## src/rtl/minibyte_cu_ext_if.sv

```systemverilog
// Control/bus bundle between the minibyte control unit (master) and datapath (slave).
interface minibyte_cu_ext_if #(
    parameter int OPC_W    = 8,
    parameter int ALU_OP_W = 3
);
    logic [OPC_W-1:0]    ir_op_buss_in;
    logic                alu_flag_z_in;
    logic                alu_flag_n_in;
    logic                set_a_out;
    logic                set_m_out;
    logic                set_pc_out;
    logic                set_ir_out;
    logic                inc_pc_out;
    logic                addr_mux_out;
    logic [ALU_OP_W-1:0] alu_op_out;
    logic                we_out;
    logic                halt_out;
    logic                illegal_out;

    modport master (
        input  ir_op_buss_in, alu_flag_z_in, alu_flag_n_in,
        output set_a_out, set_m_out, set_pc_out, set_ir_out, inc_pc_out,
               addr_mux_out, alu_op_out, we_out, halt_out, illegal_out
    );

    modport slave (
        output ir_op_buss_in, alu_flag_z_in, alu_flag_n_in,
        input  set_a_out, set_m_out, set_pc_out, set_ir_out, inc_pc_out,
               addr_mux_out, alu_op_out, we_out, halt_out, illegal_out
    );
endinterface

```

## src/rtl/minibyte_cu_ext.sv

```systemverilog
// Moore control unit for the extended minibyte ISA (fetch/decode/execute).
// Define MINIBYTE_CU_ILLEGAL_TRAP_EN to halt with illegal_out on unknown opcodes.
module minibyte_cu_ext #(
    parameter int OPC_W    = 8,
    parameter int ALU_OP_W = 3
) (
    input  logic              clk_in,
    input  logic              rst_in,
    minibyte_cu_ext_if.master cu
);
    localparam logic [4:0] ST_RESET = 5'd0;
    localparam logic [4:0] ST_F0    = 5'd1;
    localparam logic [4:0] ST_F1    = 5'd2;
    localparam logic [4:0] ST_F2    = 5'd3;
    localparam logic [4:0] ST_DEC   = 5'd4;
    localparam logic [4:0] ST_IMM0  = 5'd5;
    localparam logic [4:0] ST_IMM1  = 5'd6;
    localparam logic [4:0] ST_D0    = 5'd7;
    localparam logic [4:0] ST_D1    = 5'd8;
    localparam logic [4:0] ST_D2    = 5'd9;
    localparam logic [4:0] ST_D3    = 5'd10;
    localparam logic [4:0] ST_S0    = 5'd11;
    localparam logic [4:0] ST_S1    = 5'd12;
    localparam logic [4:0] ST_J0    = 5'd13;
    localparam logic [4:0] ST_J1    = 5'd14;
    localparam logic [4:0] ST_SK    = 5'd15;
    localparam logic [4:0] ST_HALT  = 5'd16;
`ifdef MINIBYTE_CU_ILLEGAL_TRAP_EN
    localparam logic [4:0] ST_ILL   = 5'd17;
`endif

    localparam logic [OPC_W-1:0] OP_NOP     = OPC_W'(8'h00);
    localparam logic [OPC_W-1:0] OP_LDA_IMM = OPC_W'(8'h01);
    localparam logic [OPC_W-1:0] OP_LDA_DIR = OPC_W'(8'h02);
    localparam logic [OPC_W-1:0] OP_STA_DIR = OPC_W'(8'h03);
    localparam logic [OPC_W-1:0] OP_ADD_IMM = OPC_W'(8'h04);
    localparam logic [OPC_W-1:0] OP_SUB_IMM = OPC_W'(8'h05);
    localparam logic [OPC_W-1:0] OP_AND_IMM = OPC_W'(8'h06);
    localparam logic [OPC_W-1:0] OP_OR_IMM  = OPC_W'(8'h07);
    localparam logic [OPC_W-1:0] OP_XOR_IMM = OPC_W'(8'h08);
    localparam logic [OPC_W-1:0] OP_JMP     = OPC_W'(8'h09);
    localparam logic [OPC_W-1:0] OP_JZ      = OPC_W'(8'h0A);
    localparam logic [OPC_W-1:0] OP_JN      = OPC_W'(8'h0B);
    localparam logic [OPC_W-1:0] OP_HLT     = OPC_W'(8'h0F);

    localparam logic [ALU_OP_W-1:0] ALU_PASS_A = ALU_OP_W'(3'b000);
    localparam logic [ALU_OP_W-1:0] ALU_PASS_B = ALU_OP_W'(3'b001);
    localparam logic [ALU_OP_W-1:0] ALU_ADD    = ALU_OP_W'(3'b010);
    localparam logic [ALU_OP_W-1:0] ALU_SUB    = ALU_OP_W'(3'b011);
    localparam logic [ALU_OP_W-1:0] ALU_AND    = ALU_OP_W'(3'b100);
    localparam logic [ALU_OP_W-1:0] ALU_OR     = ALU_OP_W'(3'b101);
    localparam logic [ALU_OP_W-1:0] ALU_XOR    = ALU_OP_W'(3'b110);

    logic [4:0]          state_q;
    logic [4:0]          state_d;
    logic [ALU_OP_W-1:0] imm_op_q;
    logic [ALU_OP_W-1:0] imm_op_d;

    // ALU code for the IMM0/IMM1 pair is captured at decode so those states stay Moore.
    always_comb begin
        imm_op_d = ALU_PASS_B;
        case (cu.ir_op_buss_in)
            OP_ADD_IMM: imm_op_d = ALU_ADD;
            OP_SUB_IMM: imm_op_d = ALU_SUB;
            OP_AND_IMM: imm_op_d = ALU_AND;
            OP_OR_IMM:  imm_op_d = ALU_OR;
            OP_XOR_IMM: imm_op_d = ALU_XOR;
            default:    imm_op_d = ALU_PASS_B;
        endcase
    end

    always_comb begin
        state_d = ST_F0;
        case (state_q)
            ST_RESET: state_d = ST_F0;
            ST_F0:    state_d = ST_F1;
            ST_F1:    state_d = ST_F2;
            ST_F2:    state_d = ST_DEC;
            ST_DEC: begin
                case (cu.ir_op_buss_in)
                    OP_NOP:                             state_d = ST_F0;
                    OP_LDA_IMM, OP_ADD_IMM, OP_SUB_IMM,
                    OP_AND_IMM, OP_OR_IMM, OP_XOR_IMM:  state_d = ST_IMM0;
                    OP_LDA_DIR, OP_STA_DIR:             state_d = ST_D0;
                    OP_JMP:                             state_d = ST_J0;
                    OP_JZ:  state_d = cu.alu_flag_z_in ? ST_J0 : ST_SK;
                    OP_JN:  state_d = cu.alu_flag_n_in ? ST_J0 : ST_SK;
                    OP_HLT:                             state_d = ST_HALT;
`ifdef MINIBYTE_CU_ILLEGAL_TRAP_EN
                    default:                            state_d = ST_ILL;
`else
                    default:                            state_d = ST_F0;
`endif
                endcase
            end
            ST_IMM0:  state_d = ST_IMM1;
            ST_IMM1:  state_d = ST_F0;
            ST_D0:    state_d = ST_D1;
            // LDA and STA share D0/D1; IR is stable here so the split happens late.
            ST_D1:    state_d = (cu.ir_op_buss_in == OP_STA_DIR) ? ST_S0 : ST_D2;
            ST_D2:    state_d = ST_D3;
            ST_D3:    state_d = ST_F0;
            ST_S0:    state_d = ST_S1;
            ST_S1:    state_d = ST_F0;
            ST_J0:    state_d = ST_J1;
            ST_J1:    state_d = ST_F0;
            ST_SK:    state_d = ST_F0;
            ST_HALT:  state_d = ST_HALT;
`ifdef MINIBYTE_CU_ILLEGAL_TRAP_EN
            ST_ILL:   state_d = ST_ILL;
`endif
            default:  state_d = ST_F0;
        endcase
    end

    always_ff @(posedge clk_in or posedge rst_in) begin
        if (rst_in) begin
            state_q  <= ST_RESET;
            imm_op_q <= '0;
        end else begin
            state_q <= state_d;
            if (state_q == ST_DEC) begin
                imm_op_q <= imm_op_d;
            end
        end
    end

    always_comb begin
        cu.set_a_out    = 1'b0;
        cu.set_m_out    = 1'b0;
        cu.set_pc_out   = 1'b0;
        cu.set_ir_out   = 1'b0;
        cu.inc_pc_out   = 1'b0;
        cu.addr_mux_out = 1'b0;
        cu.alu_op_out   = '0;
        cu.we_out       = 1'b0;
        cu.halt_out     = 1'b0;
        cu.illegal_out  = 1'b0;
        case (state_q)
            ST_F0: cu.alu_op_out = ALU_PASS_B;
            ST_F1: begin
                cu.set_ir_out = 1'b1;
                cu.alu_op_out = ALU_PASS_B;
            end
            ST_F2: begin
                cu.inc_pc_out = 1'b1;
                cu.alu_op_out = ALU_PASS_B;
            end
            ST_IMM0: cu.alu_op_out = imm_op_q;
            ST_IMM1: begin
                cu.set_a_out  = 1'b1;
                cu.inc_pc_out = 1'b1;
                cu.alu_op_out = imm_op_q;
            end
            ST_D0: cu.alu_op_out = ALU_PASS_B;
            ST_D1: begin
                cu.set_m_out  = 1'b1;
                cu.alu_op_out = ALU_PASS_B;
            end
            ST_D2: begin
                cu.addr_mux_out = 1'b1;
                cu.alu_op_out   = ALU_PASS_B;
            end
            ST_D3: begin
                cu.set_a_out    = 1'b1;
                cu.inc_pc_out   = 1'b1;
                cu.addr_mux_out = 1'b1;
                cu.alu_op_out   = ALU_PASS_B;
            end
            ST_S0: begin
                cu.addr_mux_out = 1'b1;
                cu.alu_op_out   = ALU_PASS_A;
                cu.we_out       = 1'b1;
            end
            ST_S1: begin
                cu.inc_pc_out   = 1'b1;
                cu.addr_mux_out = 1'b1;
                cu.alu_op_out   = ALU_PASS_A;
            end
            ST_J0: cu.alu_op_out = ALU_PASS_B;
            ST_J1: begin
                cu.set_pc_out = 1'b1;
                cu.alu_op_out = ALU_PASS_B;
            end
            ST_SK:   cu.inc_pc_out = 1'b1;
            ST_HALT: cu.halt_out   = 1'b1;
`ifdef MINIBYTE_CU_ILLEGAL_TRAP_EN
            ST_ILL: begin
                cu.halt_out    = 1'b1;
                cu.illegal_out = 1'b1;
            end
`endif
            default: ;
        endcase
    end
endmodule

```

## src/flat_wrapper.sv

```systemverilog
// flat-port wrapper written by rule: the top's interface ports become plain ports
module minibyte_cu_ext_flat 
#(
    parameter int OPC_W    = 8,
    parameter int ALU_OP_W = 3
)
  (clk_in, rst_in, cu_ir_op_buss_in, cu_alu_flag_z_in, cu_alu_flag_n_in, cu_set_a_out, cu_set_m_out, cu_set_pc_out, cu_set_ir_out, cu_inc_pc_out, cu_addr_mux_out, cu_alu_op_out, cu_we_out, cu_halt_out, cu_illegal_out);
  minibyte_cu_ext_if #(.OPC_W(OPC_W), .ALU_OP_W(ALU_OP_W)) cu_i ();
  input  logic clk_in;
  input  logic rst_in;
  input wire logic [$bits(cu_i.ir_op_buss_in)-1:0] cu_ir_op_buss_in;
  input wire logic [$bits(cu_i.alu_flag_z_in)-1:0] cu_alu_flag_z_in;
  input wire logic [$bits(cu_i.alu_flag_n_in)-1:0] cu_alu_flag_n_in;
  output wire logic [$bits(cu_i.set_a_out)-1:0] cu_set_a_out;
  output wire logic [$bits(cu_i.set_m_out)-1:0] cu_set_m_out;
  output wire logic [$bits(cu_i.set_pc_out)-1:0] cu_set_pc_out;
  output wire logic [$bits(cu_i.set_ir_out)-1:0] cu_set_ir_out;
  output wire logic [$bits(cu_i.inc_pc_out)-1:0] cu_inc_pc_out;
  output wire logic [$bits(cu_i.addr_mux_out)-1:0] cu_addr_mux_out;
  output wire logic [$bits(cu_i.alu_op_out)-1:0] cu_alu_op_out;
  output wire logic [$bits(cu_i.we_out)-1:0] cu_we_out;
  output wire logic [$bits(cu_i.halt_out)-1:0] cu_halt_out;
  output wire logic [$bits(cu_i.illegal_out)-1:0] cu_illegal_out;
  assign cu_i.ir_op_buss_in = cu_ir_op_buss_in;
  assign cu_i.alu_flag_z_in = cu_alu_flag_z_in;
  assign cu_i.alu_flag_n_in = cu_alu_flag_n_in;
  assign cu_set_a_out = cu_i.set_a_out;
  assign cu_set_m_out = cu_i.set_m_out;
  assign cu_set_pc_out = cu_i.set_pc_out;
  assign cu_set_ir_out = cu_i.set_ir_out;
  assign cu_inc_pc_out = cu_i.inc_pc_out;
  assign cu_addr_mux_out = cu_i.addr_mux_out;
  assign cu_alu_op_out = cu_i.alu_op_out;
  assign cu_we_out = cu_i.we_out;
  assign cu_halt_out = cu_i.halt_out;
  assign cu_illegal_out = cu_i.illegal_out;
  minibyte_cu_ext #(.OPC_W(OPC_W), .ALU_OP_W(ALU_OP_W)) u_core (.clk_in(clk_in), .rst_in(rst_in), .cu(cu_i));
endmodule
```

## config.mk

```make
export PLATFORM = sky130hd
export DESIGN_NAME = minibyte_cu_ext_flat
export DESIGN_NICKNAME = d
export VERILOG_FILES = /design/src/rtl/minibyte_cu_ext_if.sv /design/src/rtl/minibyte_cu_ext.sv /design/src/flat_wrapper.sv
export SDC_FILE = /design/constraint.sdc
export NUM_CORES = 1
export LEC_CHECK = 0
export ABC_AREA = 1
export CAP_MARGIN = 10
export CORE_UTILIZATION = 35
export DETAILED_ROUTE_END_ITERATION = 8
export GPL_ROUTABILITY_DRIVEN = 1
export PLACE_DENSITY = 0.75
export SYNTH_ARGS = -nofsm -noshare
export SYNTH_HDL_FRONTEND = slang
export SYNTH_SLANG_ARGS = --single-unit
```

## constraint.sdc

```tcl
create_clock -name clk_in -period 1.25 [get_ports clk_in]
set_input_delay 0.25 -clock clk_in [delete_from_list [all_inputs] [get_ports clk_in]]
set_output_delay 0.25 -clock clk_in [all_outputs]
set_load 0.02 [all_outputs]
```

# Yosys cells after proc, flatten, opt, wreduce, memory -nomap -nowiden
# Index checks and enable logic that the tools add are counted.
# totals
reg_bits	8
input_bits	12
out_inout_bits	12
# op_classes
reduce_logical	7
muxes	15
n_eq_ne	28
# ops
operator	n
$pmux W5 S11	1
$eq A5 B4 Y1 const B	8
$eq A8 B4 Y1 const B	5
$eq A8 B3 Y1 const B	4
$pmux W5 S6	1
$eq A5 B3 Y1 const B	4
$eq A8 B2 Y1 const B	2
$pmux W3 S5	1
$eq A5 B2 Y1 const B	2
$reduce_or A9 Y1	1
$eq A8 B1 Y1 const B	1
$mux W1	8
$mux W2	3
$pmux W3 S2	1
$reduce_or A2 Y1	3
$reduce_or A6 Y1	1
$eq A5 B1 Y1 const B	1
$eq A5 B5 Y1 const B	1
$reduce_or A5 Y1	1
$reduce_or A4 Y1	1

# Depth between registers and ports, before layout
# Gate-level depths: netlist of the first run.
# logic_depth
depth_word	4
mapped_depth	8
depth_no_buf	8

# Worst setup path before layout of the first run
# No wires, ideal clock.
# synth_path
path_kind	flip-flop to output port
start	register u_core.state_q[4]
end	output port cu_alu_op_out[0]
stages_incl_launch_ff	6
slack_ns	-0.266
n_path_buf	0
t_required_ns	1.000
arrival_time_ns	1.266
cell_sequence	dfrtp_1 > inv_1 > nand2_1 > nor2_1 > nor2_1 > nand4_1
# synth_via
elab_chain_len	3
elab_cells_between_ends	14
cone_classes	eq/ne (11); mux (1); reduce/logical (2)
# synth_lines
item	line	rtl
start, declared	minibyte_cu_ext.sv:54	logic [4:0] state_q;
start signal, assigned	minibyte_cu_ext.sv:121	state_q <= state_d;
$eq A5 B1 Y1, or another cell as far along	minibyte_cu_ext.sv:139	case (state_q)
$reduce_or A9 Y1 (no source line) or $reduce_or A2 Y1 (tied branches)	--	
$pmux W3 S2 *	minibyte_cu_ext.sv:139	
end, declared	flat_wrapper.sv:20	output wire logic [$bits(cu_i.alu_op_out)-1:0] cu_alu_op_out;
# Mark *: on every way between the ends. The rest lies on a longest branch, timed or not.

# Worst setup path after layout of the first run
# layout_path
start	register u_core.state_q[3]
end	output port cu_set_m_out
# layout_via
elab_chain_len	2
# layout_lines
item	line	rtl
$eq A5 B4 Y1	minibyte_cu_ext.sv:139	
$mux W1	minibyte_cu_ext.sv:139	
end, declared	flat_wrapper.sv:15	output wire logic [$bits(cu_i.set_m_out)-1:0] cu_set_m_out;
# Every way passes these cells.

==> results.md, run 1 <==
Synth:
- The cell area after synthesis is 710.7 µm².
- After technology mapping, the gate count stands at 128.
- The synthesis warning total is 0.
- The complex-gate fraction of the synthesized area is 5.106%.
- After synthesis, the netlist uses 19 different library cells.
- The simple-gate portion of the synthesized area is 52.82%.
- The synthesized netlist net count is 140.
- A synthesized cell averages 5.552 µm².
- The post-synthesis sequential area ratio is 28.17%.
- The xor and xnor fraction of the mapped netlist area is 0%.
- Measured against the total synthesized area, the mux share comes to 0%.
- After synthesis, the largest family of logic cells by area is simple AND/OR/NAND/NOR gates.
- The adder-cell share of the synthesized area is 0%.
- The synthesized design contains 8 register bits.

Worst setup path:
- The slowest stage of the critical path belongs to the cell sky130_fd_sc_hd__dfrtp_2.
- The cell count of the worst reg-to-reg path is 9.
- On the critical path the largest part of the delay comes from flip-flops.
- For this run, the slowest stage of the critical path takes 0.45 ns.
- For the worst setup path, the data arrival time is 1.41 ns.
- The critical path crosses 6 cells after its start point.
- The worst setup path is launched from a flip-flop.
- The maximum fanout count along the critical path is 5.
- In this run the critical register-to-register path is launched from u_core.state_q[0].
- The nature of the critical path endpoint is an output port.
- Across all register-to-register paths, the minimum setup slack is -0.21 ns.
- Traced cell by cell, the critical path runs through inv_1 > nor2_2 > nand3_2 > buf_4 > inv_1 > buf_4.
- The worst register-to-register path ends at u_core.imm_op_q[2].
- The buffering stage count on the worst path with inverters included is 4.
- The required time at the endpoint of the critical path is 1.00 ns.
- The worst setup path is of the reg2out kind.

Placement:
- Detailed placement finished with a half-perimeter wire length of 1693 µm.
- Input and output buffers added on the ports amount to 22.
- At the end of routability-driven placement, the weighted congestion stood at 0.9016.
- The cell total after placement is 199.

Route:
- The final layout contains routed wiring with a total length of 2249 µm.
- The vias after detailed routing is 958.
- The detailed-route DRC error count is 0.
- The routed wire length per instance is 10.92 µm.
- The count of TritonRoute iterations in the first routing pass is 4.
- The starting DRC count in detailed routing is 11.
- The detail route stage leaves a number of antenna-violating nets equal to 0.
- The vias per cell is 4.650.

Final layout:
- The finished layout holds 206 standard cells, fillers aside.
- The final core area utilization is 74.85%.
- After the last flow step, the layout net total stands at 195.
- After filler insertion, the fill cell instance count of the layout stands at 143.
- The antenna diode count is 0.
- The fraction of layout instances using a drive strength above 1 is 49.17%.
- From synthesis to final layout, the design area changed by 91.73%.

Job:
- The number of max-cap violations is 0.

Clock network:
- The TritonCTS sink count is 8.
- The H-tree depth reported by CTS is 1.
- Clock-pin slew was measured on the worst setup and hold paths at 0.05 ns.
- No sink is reached through more buffers than the 2 on the longest clock path.
- The number of clock buffers inserted by TritonCTS is 3.
- The tree is rooted in a sky130_fd_sc_hd__clkbuf_4.
- At the later pin of the worst-skew pair, clock insertion delay measures 0.25 ns.
- The TritonCTS clock tree is yes.

STA:
- The worst setup margin is -0.4054 ns.
- The fraction of the cycle the final worst path needs is 132.4%.
- The final count of hold timing violations came to 0.
- Setup violations remaining at the end of the flow were counted as 19.
- After layout, the minimum clock period comes to 1.655 ns.
- The final max-slew violation count is 0.
- Summed over all failing endpoints, the final setup total negative slack is -4.959 ns.
- Setup repair after global routing could not meet its margin everywhere.
- The maximum clock rate is 604.1 MHz.
- The worst clock skew is 0.0009241 ns.

Power:
- Across the VDD grid, the largest voltage drop is 0.001067 V.
- Summed over all cells, the static leakage comes to 0.7292 nW.
- In this run the power density over the cells is 1936 nW/µm².

Floorplan:
- The die covers 2215 µm².
- The die is 47.06 µm tall.
- The I/O pin count is 24.
- The initial cell density of the core is 39.04%.
- The core outline area is 1821 µm².
- From left edge to right edge, the die measures 47.06 µm.
- The row count is 15.

Global route:
- The number of global-route vias before repair came to 882.
- The number of antenna violations at the first check in global routing is 0.
- The first global-routing pass estimated 3436 µm of wire.
- The remaining global-route overflow is 0.
- Entering global routing, the biggest net connects 9 pins.
- The global-route usage over all layers is 22.05%.

Status:
- The flow ran to the end, but the final reports show violations.
- The checks that failed: setup timing.

Hold path:
- The worst min-delay path class is in2async.
worst register-to-register path: stages (launching register included):
cell and delay [ns]:
sky130_fd_sc_hd__dfrtp_2 0.46, sky130_fd_sc_hd__buf_6 0.14, sky130_fd_sc_hd__nor2_4 0.11, sky130_fd_sc_hd__buf_4 0.13, sky130_fd_sc_hd__buf_4 0.11, sky130_fd_sc_hd__nand3_4 0.10, sky130_fd_sc_hd__clkinv_4 0.10, sky130_fd_sc_hd__nand2_2 0.07
sky130_fd_sc_hd__nor2_1 0.09, sky130_fd_sc_hd__nor2_1 0.04
per-stage QoR:
step	cell area [µm²]	total power, W	setup slack, ns	hold WS, ns
floorplan	748.2	0.001294	-0.06093	0.06566
global placement	1180	0.001974	-0.6789	0.4864
detailed placement	1180	0.002000	-0.6937	0.4887
CTS	1251	0.002370	-0.3929	0.2468
global route	1363	0.002807	-0.4525	0.3199
finish	1363	0.002637	-0.4054	0.2867
synthesized netlist by cell type (all sizes together):
cell	count	area (µm²)
nand3b	1	7.510
inv	22	82.58
nor2	35	136.4
dfrtp	8	200.2
nand3	12	65.06
o211ai	1	7.510
o21ai	4	23.77
clkinv	1	5.000
conb	1	3.750
a21oi	1	5.000
or2	1	6.260
nand4	2	12.51
nand2	36	137.6
buf	1	7.510
nor3	2	10.01
where the power goes:
part / internal (W) / total (W) / leakage (nW) / switching [W]
combinational: 0.000924 / 0.00191 / 0.623 / 0.000985
clock: 0.000110 / 0.000197 / 0.0138 / 0.0000874
sequential: 0.000380 / 0.000531 / 0.0924 / 0.000151
layout by cell type (no fill, tap or decap):
master / Yosys / layout
sky130_fd_sc_hd__nor2_2: 2 / 4
sky130_fd_sc_hd__clkdlybuf4s50_1: 0 / 11
sky130_fd_sc_hd__nand3_2: 1 / 4
sky130_fd_sc_hd__clkinv_4: 0 / 1
sky130_fd_sc_hd__inv_2: 0 / 7
sky130_fd_sc_hd__o21ai_0: 3 / 2
sky130_fd_sc_hd__inv_1: 22 / 14
sky130_fd_sc_hd__clkbuf_4: 0 / 3
sky130_fd_sc_hd__nor2_4: 0 / 9
sky130_fd_sc_hd__nand2_2: 1 / 10
sky130_fd_sc_hd__o211ai_1: 1 / 1
sky130_fd_sc_hd__dfrtp_2: 0 / 5
sky130_fd_sc_hd__nand3_4: 0 / 1
sky130_fd_sc_hd__nand2_1: 35 / 25
sky130_fd_sc_hd__o21ai_2: 1 / 1
sky130_fd_sc_hd__dfrtp_1: 8 / 3
sky130_fd_sc_hd__buf_6: 0 / 13
sky130_fd_sc_hd__conb_1: 1 / 1
sky130_fd_sc_hd__nand3_1: 11 / 7
sky130_fd_sc_hd__buf_4: 1 / 27
sky130_fd_sc_hd__or2_2: 1 / 1
sky130_fd_sc_hd__nand2_4: 0 / 1
sky130_fd_sc_hd__nand4_1: 2 / 2
sky130_fd_sc_hd__inv_4: 0 / 1
sky130_fd_sc_hd__nor2_1: 33 / 22
sky130_fd_sc_hd__nor3_1: 2 / 2
sky130_fd_sc_hd__a21oi_2: 0 / 1
sky130_fd_sc_hd__nand3b_1: 1 / 1
sky130_fd_sc_hd__o21ai_1: 0 / 1
kinds of logic after synthesis:
logic type	after synthesis
DFF	8
buffers and inverters	24
other	1
and+or+nand+nor	89
AOI/OAI and AO/OA	6
worst max-delay path by stage:
stage	start	to	slack, ns
after global placement	u_core.state_q[0]	cu_alu_op_out[0]	-0.68
after floorplan	u_core.state_q[1]	cu_alu_op_out[0]	-0.06
after CTS	u_core.state_q[0]	cu_alu_op_out[0]	-0.39
after detailed placement	u_core.state_q[0]	cu_alu_op_out[0]	-0.69
after global routing	u_core.state_q[0]	cu_addr_mux_out	-0.45
final	u_core.state_q[3]	cu_set_m_out	-0.41
layer usage:
metal	vias up	track usage (%)	wire, µm
met5	-	0	0
met4	0	5.714	31
met3	4	2.692	63
met2	29	43.89	1293
met1	427	24.23	860
li1	498	-	-
state kept, by name (all words and copies together) (netlist names):
signal           flops
u_core.state_q       5
u_core.imm_op_q      3
area by class of cell:
class                      count  area (µm²)  share of cell area (%)
multi-input combinational     96       549.3                   40.31
timing repair buffer          51       459.2                   33.70
sequential                     8       206.4                   15.15
inverter                      23       93.84                   6.887
tap                           25       31.28                   2.296
clock buffer                   3       22.52                   1.653
timing repair:
action / CTS / global route
endpoints found under the setup margin: 19 / 19
pin swaps: 7 / 11
resized for setup: 75 / 34
buffers inserted: 1 / 3
hold buffers: 0 / 0
Power figures use the tool's default switching activity.
==> run 2: changes to the inputs <==
Settings changed: REMOVE_ABC_BUFFERS set to 1.
==> results.md, run 2 (synthesized netlist as in run 1, its figures left out) <==
STA:
- The maximum clock rate is 575.3 MHz (-4.8%).
- The setup violation total in the final timing report came to 18 (-1).
- The fraction of the cycle the final worst path needs is 139.1% (+6.6 points).
- The post-layout minimum cycle time came to 1.738 ns (+0.08293 ns).
- The final max-slew violation count came to 0 (unchanged).
- The worst setup margin is -0.4884 ns (-0.08293 ns).
- The tightest hold margin came to 0.2872 ns (+0.0004960 ns).
- The summed negative setup slack over all endpoints was -5.030 ns (-0.07104 ns).
- Setup repair after global routing could not meet its margin everywhere.
- The final count of hold timing violations is 0 (unchanged).
- The worst clock skew is 0.005304 ns (+0.004380 ns).

Floorplan:
- The total die area is 2215 µm² (unchanged).
- The x dimension of the die was 47.06 µm (unchanged).
- The vertical die dimension came to 47.06 µm (unchanged).
- The I/O pin count is 24 (unchanged).
- The core outline area came to 1821 µm² (unchanged).
- The row count came to 15 (unchanged).
- The initial cell density of the core came to 39.04% (unchanged).

Worst setup path:
- The worst setup path is of the reg2out kind.
- The maximum fanout count along the critical path was 4 (-1).
- The critical path arrival was 1.49 ns (+0.08 ns).
- The critical path goes through inv_2 > nor2_2 > nand3_1 > nand2_1 > nand2_1 > nand4_1 > buf_4.
- The required time at the endpoint of the critical path is 1.00 ns (about the same).
- The critical path startpoint category is a flip-flop.
- The largest stage delay on the critical path is 0.41 ns (-0.04 ns).
- The worst register-to-register path begins at u_core.state_q[1].
- STA classifies the critical path endpoint as an output port.
- The worst register-to-register path ends at u_core.imm_op_q[0].
- The cell count of the worst reg-to-reg path is 8 (-1).
- The reg-to-reg setup timing slack came to -0.13 ns (+0.08 ns).
- The slowest stage of the critical path belongs to the cell sky130_fd_sc_hd__dfrtp_2.
- Among the stages of the critical path, the cell type that occurs most often is sky130_fd_sc_hd__nand2_1.

Placement:
- The last weighted congestion value of the routability-driven placer is 0.9820 (+8.9%).
- The sum of net half-perimeters after detailed placement is 1688 µm (-0.28%).
- The count of input and output buffers is 22 (unchanged).

Final layout:
- The net count of the finished layout is 201 (+3.1%).
- More flip-flops sit in one register than any other, and that register is u_core.state_q.
- Compared with the post-synthesis result, the final layout area differs by 101.2%.
- The leading cell type in the layout, fill and taps excluded is sky130_fd_sc_hd__buf_4.
- The final core area utilization is 78.56% (+3.7 points).
- The flip-flop count of the largest register, all copies and words added is 5 (unchanged).
- The library cells used most frequently in the layout, excluding fill and tap cells, are sky130_fd_sc_hd__buf_4 (29), sky130_fd_sc_hd__nand2_1 (25), sky130_fd_sc_hd__nor2_1 (21).
- The fraction of layout instances using a drive strength above 1 is 52.41% (+3.2 points).
- In the final layout, the registers with the most flip-flops are u_core.state_q: 5 flops, u_core.imm_op_q: 3 flops.
- The antenna diode count was 0 (unchanged).

Clock network:
- The number of clock buffers inserted by TritonCTS is 3 (unchanged).
- The insertion delay to the later sink of the worst-skew pair is 0.24 ns (about the same).
- TritonCTS built the clock tree.
- The root buffer cell chosen for the clock tree is sky130_fd_sc_hd__clkbuf_4.
- The clock transition at the registers of the reported paths is 0.05 ns (about the same).
- The deepest clock path buffer count is 2 (unchanged).
- The H-tree depth reported by CTS is 1 (unchanged).
- The TritonCTS sink count was 8 (unchanged).
- The post-cts hold buffer count is 0 (unchanged).

Global route:
- The global-route usage over all layers is 23.85% (+1.8 points).
- The remaining global-route overflow is 0 (unchanged).
- The number of antenna violations at the first check in global routing was 0 (unchanged).
- The largest net degree at the start of global routing is 9 (unchanged).
- The global-route wire length before repair is 3732 µm (+8.6%).
- The number of global-route vias before repair came to 963 (+9.2%).

Job:
- The number of max-cap violations was 0 (unchanged).

Status:
- The flow ran to the end, but the final reports show violations.
- The final reports fail on setup timing.

Route:
- The count of TritonRoute iterations in the first routing pass is 4 (unchanged).
- The vias per cell is 4.802 (+3.3%).
- The total wire length is 2537 µm (+13%).
- The vias after detailed routing is 1018 (+6.3%).
- The number of nets with antenna violations after detailed routing is 0 (unchanged).
- The starting DRC count in detailed routing was 25 (+14).
- The detailed-route DRC error count was 0 (unchanged).
- The routed wire length per instance is 11.97 µm (+9.6%).

Power:
- The cell-internal power is 0.001514 W (+7.1%).
- The total power after layout is 0.002817 W (+6.8%).
- The clock group share of total power came to 6.5% (-1.0 points).
- The cell leakage power is 0.7782 nW (+6.7%).
- The net switching power is 0.001303 W (+6.5%).
- The switching portion of total power came to 46.26% (-0.14 points).
- The proportion of power drawn by flip-flops and latches is 18.9% (-1.2 points).
- The power density over the cells was 1970 nW/µm² (+1.8%).
- The maximum vdd drop came to 0.0009228 V (-13%).
- The power share of the combinational group is 74.6% (+2.2 points).

Hold path:
- The worst min-delay path class is in2async.
## run 2: changes by cell type in the layout (fill, tap and decap cells not counted), moves of 2 or more
cell	before	now
sky130_fd_sc_hd__nor2_4	9	7
sky130_fd_sc_hd__nor2_2	4	7
sky130_fd_sc_hd__nand2_2	10	7
sky130_fd_sc_hd__buf_4	27	29
sky130_fd_sc_hd__nand2_4	1	4
sky130_fd_sc_hd__inv_2	7	12
sky130_fd_sc_hd__buf_6	13	17
sky130_fd_sc_hd__inv_1	14	10
## run 2: repair_timing
item,CTS,global route
resized for setup,99,30
endpoints found under the setup margin,18,19
pin swaps,10,12
endpoints found under the hold margin,0,0
setup buffers,5,1
## run 2: how the worst max path moves through the flow
stage | start | endpoint
final | u_core.state_q[1] | cu_alu_op_out[0]
after global routing | u_core.state_q[1] | cu_alu_op_out[0]
after CTS | u_core.state_q[0] | cu_alu_op_out[0]
after detailed placement | u_core.state_q[3] | cu_alu_op_out[0]
after global placement | u_core.state_q[3] | cu_alu_op_out[0]
after floorplan | u_core.state_q[4] | cu_alu_op_out[0]
## run 2: metrics by stage
step / cell area (µm²) / cells / setup WS (ns)
after floorplan: 703.2 / 127 / -0.2658
after global placement: 1172 / 203 / -0.6259
after detailed placement: 1172 / 203 / -0.6310
after CTS: 1331 / 211 / -0.4249
after global routing: 1430 / 212 / -0.5305
final: 1430 / 212 / -0.4884
## run 2: cell type report
type                       instances  area [µm²]
clock buffer                       3       22.52
fill                             140       390.4
inverter                          23       91.34
multi-input combinational         96       560.5
sequential                         8       205.2
tap                               25       31.28
timing repair buffer              57       519.2
## run 2: routing by layer
metal | vias to the layer above | global-route usage, % | routed length, µm
li1 | 506 | - | -
met1 | 469 | 24.11 | 902
met2 | 34 | 47.78 | 1480
met3 | 9 | 2.692 | 81
met4 | 0 | 10.86 | 73
met5 | - | 0 | 0
## run 2: critical path, delay by kind of cell (launching register included)
kind,cells,cell delay [ns]
and+or+nand+nor,5,0.64
DFF,1,0.41
buffers and inverters,2,0.21
## run 2: power groups by stage
stage               combinational, W  clock (W)  sequential (W)
floorplan                   0.000762          0        0.000441
global placement             0.00149          0        0.000451
detailed placement           0.00151          0        0.000461
CTS                          0.00182   0.000188        0.000490
global route                 0.00225   0.000196        0.000541
finish                       0.00210   0.000183        0.000532
==> run 3: changes to the inputs <==
--- a/config.mk
+++ b/config.mk
@@ -8,2 +8,3 @@
 export ABC_AREA = 1
+export ABC_CLOCK_PERIOD_IN_PS = 1250
 export CAP_MARGIN = 10
--- a/constraint.sdc
+++ b/constraint.sdc
@@ -3,2 +3,2 @@
 set_output_delay 0.25 -clock clk_in [all_outputs]
-set_load 0.02 [all_outputs]
+set_load 0.1 [all_outputs]
==> results.md, run 3 (synthesized netlist as in run 1, its figures left out) <==
Status:
- The run finished, with violations left.
- The final reports fail on setup timing.

Worst setup path:
- STA classifies the critical path startpoint as a flip-flop.
- The critical path arrival is 1.54 ns (+0.05 ns).
- The required time at the endpoint of the critical path is 1.00 ns (about the same).
- The maximum fanout count along the critical path came to 4 (unchanged).
- The worst setup path is captured at an output port.
- The kind of critical path is reg2out.

Clock network:
- The deepest clock path buffer count is 2 (unchanged).
- The clock transition at the registers of the reported paths is 0.05 ns (about the same).
- The number of clock buffers inserted by TritonCTS is 3 (unchanged).
- The insertion delay to the later sink of the worst-skew pair is 0.25 ns (about the same).
- TritonCTS built the clock tree.
- The TritonCTS sink count is 8 (unchanged).
- The post-cts hold buffer count is 0 (unchanged).
- The H-tree depth reported by CTS is 1 (unchanged).
- The buffer cell driving the clock tree root is sky130_fd_sc_hd__clkbuf_4.

Power:
- The maximum vdd drop is 0.001653 V (+79%).
- The power density over the cells is 2493 nW/µm² (+27%).
- The power share of the combinational group was 79.7% (+5.1 points).
- The clock group share of total power is 5.7% (-0.8 points).
- The switching portion of total power came to 55.09% (+8.8 points).
- The cell leakage power is 0.7323 nW (-5.9%).
- The proportion of power drawn by flip-flops and latches is 14.5% (-4.4 points).
- The cell-internal power is 0.001557 W (+2.9%).
- The net switching power was 0.001911 W (+47%).

STA:
- The setup violation total in the final timing report is 17 (-1).
- The post-layout minimum cycle time is 1.795 ns (+0.05638 ns).
- The summed negative setup slack over all endpoints was -5.060 ns (-0.02957 ns).
- The maximum clock rate is 557.2 MHz (-3.1%).
- The fraction of the cycle the final worst path needs is 143.6% (+4.5 points).
- The final max-slew violation count is 0 (unchanged).
- The worst setup margin is -0.5447 ns (-0.05638 ns).
- The worst clock skew is 0.001635 ns (-0.003669 ns).
- Setup repair after global routing could not meet its margin everywhere.
- The final count of hold timing violations is 0 (unchanged).

Global route:
- The remaining global-route overflow was 0 (unchanged).
- The number of global-route vias before repair is 836 (-13%).
- The global-route usage over all layers is 20.99% (-2.9 points).
- The number of antenna violations at the first check in global routing came to 0 (unchanged).
- The largest net degree at the start of global routing is 9 (unchanged).
- The global-route wire length before repair was 3256 µm (-13%).

Final layout:
- The net count of the finished layout came to 191 (-5.0%).
- The area growth from synthesis to final layout is 95.77%.
- The final cell count without fillers is 202 (-4.7%).
- In the layout the commonest cells are sky130_fd_sc_hd__nand2_1 (24), sky130_fd_sc_hd__nor2_1 (23), sky130_fd_sc_hd__buf_4 (22).
- The library cell used most frequently in the layout, excluding fill and tap cells, is sky130_fd_sc_hd__nand2_1.
- The largest registers in the layout are u_core.state_q: 5 flops, u_core.imm_op_q: 3 flops.
- The fraction of layout instances using a drive strength above 1 was 47.46% (-4.9 points).
- The most flop-heavy register is u_core.state_q.
- The antenna diode count is 0 (unchanged).
- The flip-flop count of the largest register, all copies and words added is 5 (unchanged).

Route:
- The total wire length is 2314 µm (-8.8%).
- The detailed-route DRC error count is 0 (unchanged).
- The count of TritonRoute iterations in the first routing pass is 4 (unchanged).
- The number of nets with antenna violations after detailed routing is 0 (unchanged).
- The vias per cell is 4.931 (+2.7%).
- The vias after detailed routing is 996 (-2.2%).
- The starting DRC count in detailed routing came to 28 (+12%).
- The routed wire length per instance is 11.46 µm (-4.3%).

Placement:
- The setup slack after placement is -0.2544 ns (+0.3766 ns).
- The sum of net half-perimeters after detailed placement is 1682 µm (-0.37%).
- The cell total after placement is 195 (-3.9%).
- The last weighted congestion value of the routability-driven placer is 0.9415 (-4.1%).
- The count of input and output buffers is 22 (unchanged).

Hold path:
- The tightest min-delay check is of the in2async type.

Floorplan:
- The total die area is 2215 µm² (unchanged).
- The initial cell density of the core was 39.04% (unchanged).
- The I/O pin count was 24 (unchanged).
- The row count came to 15 (unchanged).
- The x dimension of the die was 47.06 µm (unchanged).
- The vertical die dimension came to 47.06 µm (unchanged).
- The core outline area is 1821 µm² (unchanged).

Job:
- The number of max-cap violations came to 0 (unchanged).
-- run 3: cell count changes in the layout (fill, tap and decap cells not counted), sizes merged --
cell    delta
buf       -10
clkinv     -1
inv        +1
-- run 3: path summary, 6_finish.rpt --
kind,from,to,slack [ns],cells after the start
setup reg to reg,u_core.state_q[2],u_core.state_q[0],-0.09,8
setup / recovery,u_core.state_q[2],cu_alu_op_out[0],-0.54,8
hold reg to reg,u_core.imm_op_q[0],u_core.imm_op_q[0],0.49,2
max in group asynchronous,rst_in,u_core.state_q[4],0.76,2
min in group clk_in,u_core.imm_op_q[0],u_core.imm_op_q[0],0.49,2
hold / removal,rst_in,u_core.imm_op_q[2],0.24,2
-- run 3: final cells by class --
type                    instances  area (µm²)
flip-flops and latches          8       205.2
inverters                      23       88.84
fillers                       133       429.2
multi-input cells              96       514.2
clock buffers                   3       22.52
well taps                      25       31.28
repair buffers                 47       529.3
-- run 3: critical path, cell delays in order, from the launching register on --
cell	delay, ns
sky130_fd_sc_hd__dfrtp_1	0.41
sky130_fd_sc_hd__inv_1	0.07
sky130_fd_sc_hd__nor2_2	0.17
sky130_fd_sc_hd__buf_6	0.14
sky130_fd_sc_hd__nand2_2	0.06
sky130_fd_sc_hd__nand2_2	0.08
sky130_fd_sc_hd__nor2_1	0.05
sky130_fd_sc_hd__nand4_1	0.11
sky130_fd_sc_hd__buf_12	0.19
-- run 3: metal layers --
metal	wire [µm]	track usage, %	up-vias
li1	-	-	490
met1	862	22.46	456
met2	1306	41.11	42
met3	98	5.385	8
met4	48	4.000	0
met5	0	0	-
-- run 3: metrics by stage --
stage / total power, W / utilization (%) / hold WS (ns) / cell area (µm²)
after global routing: 0.003634 / 76.43 / 0.2576 / 1391
after CTS: 0.003175 / 70.52 / 0.2526 / 1284
final: 0.003468 / 76.43 / 0.2385 / 1391
after detailed placement: 0.002884 / 67.15 / 0.4793 / 1222
after floorplan: 0.001756 / - / 0.06566 / 703.2
after global placement: 0.002842 / 67.15 / 0.4767 / 1222
-- run 3: power by group through the flow --
stage | Sequential, W | Combinational (W) | Clock, W
floorplan | 0.000441 | 0.00132 | 0
global placement | 0.000453 | 0.00239 | 0
detailed placement | 0.000464 | 0.00242 | 0
CTS | 0.000459 | 0.00252 | 0.000200
global route | 0.000515 | 0.00290 | 0.000219
finish | 0.000504 | 0.00277 | 0.000199
-- run 3: what timing repair did --
item	in CTS	in global routing
endpoints found under the hold margin	0	0
resized for setup	12	35
endpoints found under the setup margin	17	19
gates cloned	0	0
pin swaps	4	8
buffers inserted	2	2
